## src/rtl/mc_isa_pkg.sv

```systemverilog
// Shared ISA constants, FSM state encoding and the control-word layout for the
// multicycle RISC control sequencer.
package mc_isa_pkg;

    localparam logic [3:0] ALU_ADD = 4'd0;
    localparam logic [3:0] ALU_SUB = 4'd1;

    localparam logic [5:0] OP_RALU  = 6'b000000;
    localparam logic [5:0] OP_STORE = 6'b000010;
    localparam logic [5:0] OP_LOAD  = 6'b000011;
    localparam logic [5:0] OP_BR    = 6'b000100;
    localparam logic [5:0] OP_BMI   = 6'b000101;
    localparam logic [5:0] OP_BPL   = 6'b000110;
    localparam logic [5:0] OP_BZ    = 6'b000111;
    localparam logic [5:0] OP_MOV   = 6'b001000;
    localparam logic [5:0] OP_CMOV  = 6'b001001;
    localparam logic [5:0] OP_LDI   = 6'b001010;
    localparam logic [5:0] OP_NOP   = 6'b001011;
    localparam logic [5:0] OP_HALT  = 6'b111111;

    localparam logic [1:0] MV_WB   = 2'd0;
    localparam logic [1:0] MV_SIGN = 2'd1;
    localparam logic [1:0] MV_A    = 2'd2;
    localparam logic [1:0] MV_IMM  = 2'd3;

    typedef enum logic [3:0] {
        S_FETCH, S_DECODE, S_EXEC, S_MEM, S_LMD, S_WBALU,
        S_WBLOAD, S_WBMOVE, S_BRANCH, S_DONE, S_HALT
    } state_e;

    typedef enum logic [3:0] {
        C_RALU, C_IALU, C_STORE, C_LOAD, C_BR, C_BMI, C_BPL, C_BZ,
        C_MOV, C_CMOV, C_LDI, C_NOP, C_HALT, C_ILL
    } iclass_e;

    typedef struct packed {
        logic       LoadPC, PCSel, ReadIM, LoadNPC, LoadIR;
        logic       ReadRP1, ReadRP2, WriteRP, LoadA, LoadB, IMMsel, LoadIMM;
        logic       MUXALU1, MUXALU2, LoadALUOut;
        logic [3:0] ALUFunc;
        logic       ReadDM, WriteDM, LoadLMD, MUXWB;
        logic [1:0] MUXMOVE;
        logic       halted, illegal, instr_done;
    } ctl_t;

endpackage

```

## src/rtl/mc_control_fsm_if.sv

```systemverilog
// Datapath <-> control sequencer bundle: IR fields and run in, control word out.
interface mc_control_fsm_if;
    logic        run;
    logic [5:0]  opcode;
    logic [3:0]  func;
    logic [31:0] a_val;
    logic        LoadPC, PCSel, ReadIM, LoadNPC, LoadIR;
    logic        ReadRP1, ReadRP2, WriteRP, LoadA, LoadB, IMMsel, LoadIMM;
    logic        MUXALU1, MUXALU2, LoadALUOut;
    logic [3:0]  ALUFunc;
    logic        ReadDM, WriteDM, LoadLMD, MUXWB;
    logic [1:0]  MUXMOVE;
    logic        halted, illegal, instr_done;
    logic [3:0]  state_dbg;

    modport master (
        input  run, opcode, func, a_val,
        output LoadPC, PCSel, ReadIM, LoadNPC, LoadIR,
               ReadRP1, ReadRP2, WriteRP, LoadA, LoadB, IMMsel, LoadIMM,
               MUXALU1, MUXALU2, LoadALUOut, ALUFunc,
               ReadDM, WriteDM, LoadLMD, MUXWB, MUXMOVE,
               halted, illegal, instr_done, state_dbg
    );

    modport slave (
        output run, opcode, func, a_val,
        input  LoadPC, PCSel, ReadIM, LoadNPC, LoadIR,
               ReadRP1, ReadRP2, WriteRP, LoadA, LoadB, IMMsel, LoadIMM,
               MUXALU1, MUXALU2, LoadALUOut, ALUFunc,
               ReadDM, WriteDM, LoadLMD, MUXWB, MUXMOVE,
               halted, illegal, instr_done, state_dbg
    );
endinterface

```

## src/rtl/mc_decode.sv

```systemverilog
// Combinational opcode -> instruction class decoder; C_ILL marks undefined opcodes.
module mc_decode
    import mc_isa_pkg::*;
(
    input  logic [5:0] i_opcode,
    output iclass_e    o_class
);
    always_comb begin
        o_class = C_ILL;
        casez (i_opcode)
            OP_RALU:   o_class = C_RALU;
            6'b01????: o_class = C_IALU;
            OP_STORE:  o_class = C_STORE;
            OP_LOAD:   o_class = C_LOAD;
            OP_BR:     o_class = C_BR;
            OP_BMI:    o_class = C_BMI;
            OP_BPL:    o_class = C_BPL;
            OP_BZ:     o_class = C_BZ;
            OP_MOV:    o_class = C_MOV;
            OP_CMOV:   o_class = C_CMOV;
            OP_LDI:    o_class = C_LDI;
            OP_NOP:    o_class = C_NOP;
            OP_HALT:   o_class = C_HALT;
            default:   o_class = C_ILL;
        endcase
    end
endmodule

```

## src/rtl/mc_control_fsm.sv

```systemverilog
// Multicycle control sequencer: one microstep per clock, Moore control word
// decoded from the current state and the opcode latched at DECODE.
module mc_control_fsm
    import mc_isa_pkg::*;
(
    input  logic              clk,
    input  logic              rst,
    mc_control_fsm_if.master  bus
);
    state_e     r_state, w_next;
    logic [5:0] r_op;
    logic [3:0] r_func;
    logic [5:0] w_op;
    logic [3:0] w_func;
    iclass_e    w_class;
    logic       w_taken;
    ctl_t       w_ctl, w_out;

    // IR is already valid in DECODE, so that state decodes it live; later states use the latched copy.
    assign w_op   = (r_state == S_DECODE) ? bus.opcode : r_op;
    assign w_func = (r_state == S_DECODE) ? bus.func   : r_func;

    mc_decode u_decode (.i_opcode(w_op), .o_class(w_class));

    always_ff @(posedge clk or posedge rst) begin
        if (rst) begin
            r_state <= S_FETCH;
            r_op    <= '0;
            r_func  <= '0;
        end else begin
            r_state <= w_next;
            if (r_state == S_DECODE) begin
                r_op   <= bus.opcode;
                r_func <= bus.func;
            end
        end
    end

    always_comb begin
        w_taken = 1'b0;
        case (w_class)
            C_BR:    w_taken = 1'b1;
            C_BMI:   w_taken = bus.a_val[31];
            C_BPL:   w_taken = !bus.a_val[31];
            C_BZ:    w_taken = (bus.a_val == 32'd0);
            default: w_taken = 1'b0;
        endcase
    end

    always_comb begin
        w_ctl         = '0;
        w_ctl.ALUFunc = ALU_ADD;
        w_next        = r_state;
        case (r_state)
            S_FETCH: begin
                w_ctl.ReadIM  = bus.run;
                w_ctl.LoadIR  = bus.run;
                w_ctl.LoadNPC = bus.run;
                if (bus.run) w_next = S_DECODE;
            end
            S_DECODE: begin
                w_ctl.ReadRP1 = 1'b1;
                w_ctl.ReadRP2 = 1'b1;
                w_ctl.LoadA   = 1'b1;
                w_ctl.LoadB   = 1'b1;
                w_ctl.LoadIMM = 1'b1;
                w_ctl.IMMsel  = (w_class == C_BR);
                case (w_class)
                    C_MOV, C_CMOV, C_LDI: w_next = S_WBMOVE;
                    C_NOP:                w_next = S_DONE;
                    C_HALT:               w_next = S_HALT;
                    C_ILL: begin
                        w_ctl.illegal = 1'b1;
                        w_next        = S_DONE;
                    end
                    default:              w_next = S_EXEC;
                endcase
            end
            S_EXEC: begin
                w_ctl.LoadALUOut = 1'b1;
                w_next           = S_WBALU;
                case (w_class)
                    C_RALU: w_ctl.ALUFunc = w_func;
                    C_IALU: begin
                        w_ctl.ALUFunc = w_op[3:0];
                        w_ctl.MUXALU2 = 1'b1;
                    end
                    C_LOAD, C_STORE: begin
                        w_ctl.MUXALU2 = 1'b1;
                        w_next        = S_MEM;
                    end
                    C_BR, C_BMI, C_BPL, C_BZ: begin
                        w_ctl.MUXALU1 = 1'b1;
                        w_ctl.MUXALU2 = 1'b1;
                        w_next        = S_BRANCH;
                    end
                    default: ;
                endcase
            end
            S_MEM: begin
                if (w_class == C_LOAD) begin
                    w_ctl.ReadDM = 1'b1;
                    w_next       = S_LMD;
                end else begin
                    w_ctl.WriteDM    = 1'b1;
                    w_ctl.LoadPC     = 1'b1;
                    w_ctl.instr_done = 1'b1;
                    w_next           = S_FETCH;
                end
            end
            S_LMD: begin
                w_ctl.LoadLMD = 1'b1;
                w_next        = S_WBLOAD;
            end
            S_WBALU, S_WBLOAD: begin
                w_ctl.WriteRP    = 1'b1;
                w_ctl.MUXWB      = (r_state == S_WBALU);
                w_ctl.MUXMOVE    = MV_WB;
                w_ctl.LoadPC     = 1'b1;
                w_ctl.instr_done = 1'b1;
                w_next           = S_FETCH;
            end
            S_WBMOVE: begin
                w_ctl.WriteRP    = 1'b1;
                w_ctl.LoadPC     = 1'b1;
                w_ctl.instr_done = 1'b1;
                w_next           = S_FETCH;
                case (w_class)
                    C_MOV:   w_ctl.MUXMOVE = MV_A;
                    C_CMOV: begin
                        // A-B through the ALU so the datapath sign flag selects the source.
                        w_ctl.MUXMOVE = MV_SIGN;
                        w_ctl.ALUFunc = ALU_SUB;
                    end
                    default: w_ctl.MUXMOVE = MV_IMM;
                endcase
            end
            S_BRANCH: begin
                w_ctl.LoadPC     = 1'b1;
                w_ctl.PCSel      = w_taken;
                w_ctl.instr_done = 1'b1;
                w_next           = S_FETCH;
            end
            S_DONE: begin
                w_ctl.LoadPC     = 1'b1;
                w_ctl.instr_done = 1'b1;
                w_next           = S_FETCH;
            end
            S_HALT:  w_ctl.halted = 1'b1;
            default: w_next = S_FETCH;
        endcase
    end

    // Reset forces the whole control word low at once, even while run is high in FETCH.
    assign w_out = rst ? '0 : w_ctl;

    assign bus.LoadPC     = w_out.LoadPC;
    assign bus.PCSel      = w_out.PCSel;
    assign bus.ReadIM     = w_out.ReadIM;
    assign bus.LoadNPC    = w_out.LoadNPC;
    assign bus.LoadIR     = w_out.LoadIR;
    assign bus.ReadRP1    = w_out.ReadRP1;
    assign bus.ReadRP2    = w_out.ReadRP2;
    assign bus.WriteRP    = w_out.WriteRP;
    assign bus.LoadA      = w_out.LoadA;
    assign bus.LoadB      = w_out.LoadB;
    assign bus.IMMsel     = w_out.IMMsel;
    assign bus.LoadIMM    = w_out.LoadIMM;
    assign bus.MUXALU1    = w_out.MUXALU1;
    assign bus.MUXALU2    = w_out.MUXALU2;
    assign bus.LoadALUOut = w_out.LoadALUOut;
    assign bus.ALUFunc    = w_out.ALUFunc;
    assign bus.ReadDM     = w_out.ReadDM;
    assign bus.WriteDM    = w_out.WriteDM;
    assign bus.LoadLMD    = w_out.LoadLMD;
    assign bus.MUXWB      = w_out.MUXWB;
    assign bus.MUXMOVE    = w_out.MUXMOVE;
    assign bus.halted     = w_out.halted;
    assign bus.illegal    = w_out.illegal;
    assign bus.instr_done = w_out.instr_done;
    assign bus.state_dbg  = r_state;
endmodule
```

## src/flat_wrapper.sv

```systemverilog
// flat-port wrapper written by rule: the top's interface ports become plain ports
module mc_control_fsm_flat import mc_isa_pkg::*;
  (clk, rst, bus_run, bus_opcode, bus_func, bus_a_val, bus_LoadPC, bus_PCSel, bus_ReadIM, bus_LoadNPC, bus_LoadIR, bus_ReadRP1, bus_ReadRP2, bus_WriteRP, bus_LoadA, bus_LoadB, bus_IMMsel, bus_LoadIMM, bus_MUXALU1, bus_MUXALU2, bus_LoadALUOut, bus_ALUFunc, bus_ReadDM, bus_WriteDM, bus_LoadLMD, bus_MUXWB, bus_MUXMOVE, bus_halted, bus_illegal, bus_instr_done, bus_state_dbg);
  mc_control_fsm_if bus_i ();
  input  logic clk;
  input  logic rst;
  input wire logic [$bits(bus_i.run)-1:0] bus_run;
  input wire logic [$bits(bus_i.opcode)-1:0] bus_opcode;
  input wire logic [$bits(bus_i.func)-1:0] bus_func;
  input wire logic [$bits(bus_i.a_val)-1:0] bus_a_val;
  output wire logic [$bits(bus_i.LoadPC)-1:0] bus_LoadPC;
  output wire logic [$bits(bus_i.PCSel)-1:0] bus_PCSel;
  output wire logic [$bits(bus_i.ReadIM)-1:0] bus_ReadIM;
  output wire logic [$bits(bus_i.LoadNPC)-1:0] bus_LoadNPC;
  output wire logic [$bits(bus_i.LoadIR)-1:0] bus_LoadIR;
  output wire logic [$bits(bus_i.ReadRP1)-1:0] bus_ReadRP1;
  output wire logic [$bits(bus_i.ReadRP2)-1:0] bus_ReadRP2;
  output wire logic [$bits(bus_i.WriteRP)-1:0] bus_WriteRP;
  output wire logic [$bits(bus_i.LoadA)-1:0] bus_LoadA;
  output wire logic [$bits(bus_i.LoadB)-1:0] bus_LoadB;
  output wire logic [$bits(bus_i.IMMsel)-1:0] bus_IMMsel;
  output wire logic [$bits(bus_i.LoadIMM)-1:0] bus_LoadIMM;
  output wire logic [$bits(bus_i.MUXALU1)-1:0] bus_MUXALU1;
  output wire logic [$bits(bus_i.MUXALU2)-1:0] bus_MUXALU2;
  output wire logic [$bits(bus_i.LoadALUOut)-1:0] bus_LoadALUOut;
  output wire logic [$bits(bus_i.ALUFunc)-1:0] bus_ALUFunc;
  output wire logic [$bits(bus_i.ReadDM)-1:0] bus_ReadDM;
  output wire logic [$bits(bus_i.WriteDM)-1:0] bus_WriteDM;
  output wire logic [$bits(bus_i.LoadLMD)-1:0] bus_LoadLMD;
  output wire logic [$bits(bus_i.MUXWB)-1:0] bus_MUXWB;
  output wire logic [$bits(bus_i.MUXMOVE)-1:0] bus_MUXMOVE;
  output wire logic [$bits(bus_i.halted)-1:0] bus_halted;
  output wire logic [$bits(bus_i.illegal)-1:0] bus_illegal;
  output wire logic [$bits(bus_i.instr_done)-1:0] bus_instr_done;
  output wire logic [$bits(bus_i.state_dbg)-1:0] bus_state_dbg;
  assign bus_i.run = bus_run;
  assign bus_i.opcode = bus_opcode;
  assign bus_i.func = bus_func;
  assign bus_i.a_val = bus_a_val;
  assign bus_LoadPC = bus_i.LoadPC;
  assign bus_PCSel = bus_i.PCSel;
  assign bus_ReadIM = bus_i.ReadIM;
  assign bus_LoadNPC = bus_i.LoadNPC;
  assign bus_LoadIR = bus_i.LoadIR;
  assign bus_ReadRP1 = bus_i.ReadRP1;
  assign bus_ReadRP2 = bus_i.ReadRP2;
  assign bus_WriteRP = bus_i.WriteRP;
  assign bus_LoadA = bus_i.LoadA;
  assign bus_LoadB = bus_i.LoadB;
  assign bus_IMMsel = bus_i.IMMsel;
  assign bus_LoadIMM = bus_i.LoadIMM;
  assign bus_MUXALU1 = bus_i.MUXALU1;
  assign bus_MUXALU2 = bus_i.MUXALU2;
  assign bus_LoadALUOut = bus_i.LoadALUOut;
  assign bus_ALUFunc = bus_i.ALUFunc;
  assign bus_ReadDM = bus_i.ReadDM;
  assign bus_WriteDM = bus_i.WriteDM;
  assign bus_LoadLMD = bus_i.LoadLMD;
  assign bus_MUXWB = bus_i.MUXWB;
  assign bus_MUXMOVE = bus_i.MUXMOVE;
  assign bus_halted = bus_i.halted;
  assign bus_illegal = bus_i.illegal;
  assign bus_instr_done = bus_i.instr_done;
  assign bus_state_dbg = bus_i.state_dbg;
  mc_control_fsm u_core (.clk(clk), .rst(rst), .bus(bus_i));
endmodule
```

## config.mk

```make
export PLATFORM = sky130hd
export DESIGN_NAME = mc_control_fsm_flat
export DESIGN_NICKNAME = d
export VERILOG_FILES = /design/src/rtl/mc_isa_pkg.sv /design/src/rtl/mc_control_fsm_if.sv /design/src/rtl/mc_decode.sv /design/src/rtl/mc_control_fsm.sv /design/src/flat_wrapper.sv
export SDC_FILE = /design/constraint.sdc
export NUM_CORES = 1
export LEC_CHECK = 0
export BUFFER_PORTS_ARGS = -buffer_cell sky130_fd_sc_hd__buf_4
export CORE_MARGIN = 4
export CORE_UTILIZATION = 30
export CTS_CLUSTER_SIZE = 14
export DETAILED_ROUTE_END_ITERATION = 8
export HOLD_SLACK_MARGIN = 0.12
export SKIP_CTS_REPAIR_TIMING = 1
export SLEW_MARGIN = 40
export SYNTH_ARGS = -nofsm -noshare
export SYNTH_HDL_FRONTEND = slang
export SYNTH_SLANG_ARGS = --single-unit
export TNS_END_PERCENT = 100
```

## constraint.sdc

```tcl
create_clock -name clk -period 3.15 [get_ports clk]
set_input_delay 0.4725 -clock clk [delete_from_list [all_inputs] [get_ports clk]]
set_output_delay 0.4725 -clock clk [all_outputs]
set_load 0.03 [all_outputs]
```

# Word level (Yosys, flattened, before mapping)
# Cells that the tools add are included.
# word_totals
elab_cells	86
regBits	14
# op_classes
n_mux	32
n_bitwise	1
reduce_logical	14
n_eq_ne	36
# op_table
cell	n
4-bit case mux with 13 select lines	1
4-bit equality test (second input constant)	9
4-bit by 3-bit equality test with 1-bit output (second input constant)	8
32-bit logical NOT	1
28-bit two-way mux	1
6-bit by 3-bit equality test with 1-bit output (second input constant)	4
6-bit by 4-bit equality test with 1-bit output (second input constant)	4
4-bit case mux with 2 select lines	3
4-bit case mux with 6 select lines	1
4-bit by 2-bit equality test with 1-bit output (second input constant)	4
6-bit by 2-bit equality test with 1-bit output (second input constant)	2
1-bit two-way mux	12
4-bit two-way mux	3
4-bit case mux with 3 select lines	1
3-bit two-way mux	3
4-bit by 1-bit equality test with 1-bit output (second input constant)	2
4-bit logical NOT	2
7-bit OR reduction	1
6-bit equality test (second input constant)	1
6-bit logical NOT	1
2-bit two-way mux	3
6-bit two-way mux	1
2-bit OR reduction	3
3-bit OR reduction	2
10 further kinds	10

# Logic depth before layout (Yosys ltp)
# depth
word_depth	9
depth_mapped	8

# By module
# A second synthesis with hierarchy kept.
# hier_totals
cells_unflattened	145
area_unflattened_um2	1222.4
# by_module_without_submodules
module	n_inst	cells_per_inst	area_per_inst_um2
mc_control_fsm	1	134	1147.4
mc_decode	1	11	75.1

# Least setup slack after synthesis
# No wires, ideal clock.
# synth_path
path_kind	register to output
start	reg u_core.r_state[2] (netlist: u_core.bus.state_dbg[2])
end	out bus_instr_done
n_path_buf	2
t_arrival_ns	2.914
setup_slack_ns	-0.237
stages_incl_launch_ff	9
path_cell_list	dfrtp_1 buf_6 nor4b_4 mux2i_1 clkinv_2 nand3_2 a21oi_1 o41ai_2 buf_4
# synth_between
elab_chain_cells	8
word_cells_on_any_way	27
cone_classes	eq/ne (20); mux (5); reduce/logical (2)
# synth_lines
element	line	rtl
from (decl)	mc_control_fsm.sv:10	state_e r_state, w_next;
from (signal assigned)	mc_control_fsm.sv:31	r_state <= w_next;
4-bit by 1-bit equality test with 1-bit output (*)	mc_control_fsm.sv:20	assign w_op = (r_state == S_DECODE) ? bus.opcode : r_op;
6-bit two-way mux (*)	mc_control_fsm.sv:20	
via u_core.u_decode.i_opcode[0]	mc_decode.sv:5	input logic [5:0] i_opcode,
6-bit equality test, or another cell as far along	mc_decode.sv:10	casez (i_opcode)
4-bit case mux with 13 select lines (*)	mc_decode.sv:10	
4-bit by 2-bit equality test with 1-bit output (*)	mc_control_fsm.sv:101	if (w_class == C_LOAD) begin
1-bit two-way mux (*)	mc_control_fsm.sv:101	
1-bit case mux with 2 select lines (*)	mc_control_fsm.sv:54	case (r_state)
28-bit two-way mux (*)	mc_control_fsm.sv:155	assign w_out = rst ? '0 : w_ctl;
to (decl)	flat_wrapper.sv:34	output wire logic [$bits(bus_i.instr_done)-1:0] bus_instr_done;
# The timed path passes the listed nets; every way through them passes the cells marked *.

# Worst setup path after layout
# layout_path
start	reg u_core.r_state[2] (netlist: u_core.bus.state_dbg[2])
end	out bus_illegal
# layout_between
elab_chain_cells	8
word_cells_on_any_way	20
cone_classes	eq/ne (14); mux (5); reduce/logical (1)
# layout_lines
element	line	rtl
4-bit by 1-bit equality test with 1-bit output (*)	mc_control_fsm.sv:20	
6-bit two-way mux (*)	mc_control_fsm.sv:20	
via u_core.u_decode.i_opcode[4]	mc_decode.sv:5	
6-bit equality test, or another cell as far along	mc_decode.sv:10	
4-bit case mux with 13 select lines (*)	mc_decode.sv:10	
4-bit equality test (*)	mc_control_fsm.sv:68	case (w_class)
1-bit two-way mux (*)	mc_control_fsm.sv:68	
1-bit two-way mux (*)	mc_control_fsm.sv:54	
28-bit two-way mux (*)	mc_control_fsm.sv:155	
to (decl)	flat_wrapper.sv:33	output wire logic [$bits(bus_i.illegal)-1:0] bus_illegal;
# Marked as above.

==> impl_metrics.ini <==
[status]
outcome = complete, no violations

[power]
finalPower_mw = 2.04
peakVddDrop_uv = 316
powerDensity_nw_per_um2 = 932
leakage_nw = 0.955

[sta]
maxSlewViolCount = 0
relSlewSlack_pct = 71.8
fin_crit_ns = 3.01
worst_slew_pin_slew_ns = 0.421
rsz0062_at_grt = false
fin_crit_sh_pct = 95.6
setup_viol = 0
hold_viol_final = 0
fmax_mhz = 332
finClkSkew_ns = 0.00288

[floorplanning]
dieHeight_um = 78.0
core-area_um2 = 4720
die_x_um = 78.0
initial_core_util_pct = 31.1
dieArea_um2 = 6080
rows = 25
io_pins = 77

[yosys]
ys.flop_type = dfrtp_1
synth_edf_count = 0
yosysMostFrequentCell = nor2_1
ys_ff_latch = 14
yosysTopAreaCellShare_pct = 23.9
syn-num-nets = 224
seq_area_frac_synth_pct = 23.9
avgSynthCellArea_um2 = 8.21
yosysTopAreaCell = dfrtp_1
netlist_area_um2 = 1470
synthTopCellsByArea = dfrtp_1, nor4_1, mux2_2
ys_warn_count = 0
synth.cells.most_frequent = nor2_1, dfrtp_1, nor4_1, nand2_1, nand4_1
synthArstFlopShare_pct = 100
syn_inst = 179
synthDistinctLibCells = 51

[global_routing]
grt_pass1_wl_um = 7990
grt-ovfl-total = 0
antenna_found_initial = 0
grtUsageTotal_pct = 16.2
grt_pass1_vias = 1634
grt_max_degree = 15

[clock_network]
cts_max_path_buffers = 2
path_clk_slew_ns = 0.06
clock-sinks = 14
cts-root-buf = clkbuf_8
tritoncts = yes
htreeDepth = 1
numCtsBuffers = 3
clock_latency_ns = 0.25

[place]
hpwl_um = 3970
port_buffers = 76
post_dp_cell_area_um2 = 2120
routabilityCongestion = 0.936

[detailed_routing]
wl_met2_um = 2420
drc = 0
dr.first_iter.drc_count = 212
drt-wirelength-per-cell_um = 15.7
drt-pass1-iter-count = 4
topRoutingLayerUsed = met4
via_count = 1693
wl_met3_um = 425
ant_nets = 0
routedLengthMet1_um = 2150
vias_per_cell = 5.27
wirelength_um = 5040

[cells_and_area]
diodes = 0
area_growth_pct = 48.8
drive_above_1_share_pct = 44.5
final_nets = 300
final_area_um2 = 2190

[worst_hold_path]
hp-class = input port to asynchronous set/reset pin

[worst_setup_path]
reg2reg_from = u_core.bus.state_dbg[2]$_DFFE_PP0P_
critical_path_class = flop to primary output
crit_fanout = 12
reg2reg_to = u_core.bus.state_dbg[0]$_DFFE_PP0P_
rrSetupSlack_ns = 0.94
worstSetupStartpointType = flop
crit_arrival_ns = 2.54
end_kind = primary output
crit_required_ns = 2.68
r2r_cells = 8

[flow_run]
timing.max_cap.violations = 0
[critical path: stages (launching register included)]
cell	delay (ns)
dfrtp_1	0.38
buf_4	0.19
nor4b_4	0.26
buf_4	0.24
mux2_2	0.42
a311oi_2	0.29
a21oi_1	0.08
nor3_1	0.21
buf_4	0.21
[worst max-delay path by stage]
stage,startpoint,to,cells after the start
floorplan,u_core.bus.state_dbg[2]$_DFFE_PP0P_,bus_instr_done,8
global placement,u_core.bus.state_dbg[3]$_DFFE_PP0P_,bus_PCSel,5
detailed placement,u_core.bus.state_dbg[3]$_DFFE_PP0P_,bus_PCSel,5
CTS,u_core.bus.state_dbg[3]$_DFFE_PP0P_,bus_PCSel,5
global route,u_core.bus.state_dbg[2]$_DFFE_PP0P_,bus_PCSel,9
finish,u_core.bus.state_dbg[2]$_DFFE_PP0P_,bus_illegal,8
[power by group]
part | switching, mW | total, mW | internal, mW
Combinational | 0.885 | 1.50 | 0.614
Clock | 0.0720 | 0.183 | 0.111
Sequential | 0.0845 | 0.356 | 0.271
Total | 1.04 | 2.04 | 0.996
[layout make-up]
class,count,area [um^2]
fill,484,2540
clock buffer,4,55.1
tap,67,83.8
inverter,11,42.5
sequential,14,350
timing repair buffer,87,653
multi-input combinational,138,1000
[per-stage QoR]
step,hold slack (ns),TNS [ns],instances,setup WS [ns],util (%)
after detailed placement,0.492,0,317,0.318,44.8
after CTS,0.242,0,321,0.0449,46.0
final,0.239,0,321,0.139,46.3
after floorplan,0.376,-0.0388,179,-0.0388,-
after global routing,0.261,0,321,0.0323,46.3
after global placement,0.486,0,317,0.332,44.8
[cells in the final DEF (no fill, tap or decap), types with 4 or more instances in the layout]
cell      netlist  routed
buf_4           8      87
nor2_1         17      17
dfrtp_1        14      14
nor4_1         14      13
nand2_1        11      11
nand4_1        10      10
inv_1           8       8
a21oi_1         8       7
mux2_2          6       6
nand3_1         6       6
and3_1          5       5
o21a_1          5       5
clkbuf_8        0       4
[registers in the layout (all words and copies together) (netlist names)]
register	cells
u_core.bus.state_dbg	4
u_core.r_op	6
u_core.r_func	4
[kinds of logic (layout without fill, tap and decap cells)]
logic type	Yosys count	in the layout	share of synthesized area [%]
compound gates	41	41	21.4
buf+inv	27	102	10.1
flops	14	14	23.9
mux	12	12	10.7
simple gates	85	85	33.9
[layer usage]
metal	vias to the layer above	global-route usage (%)
met5	-	0
met4	0	5.59
met3	6	2.20
met2	88	25.0
met1	771	22.9
li1	828	-
Power figures use the tool's default switching activity.
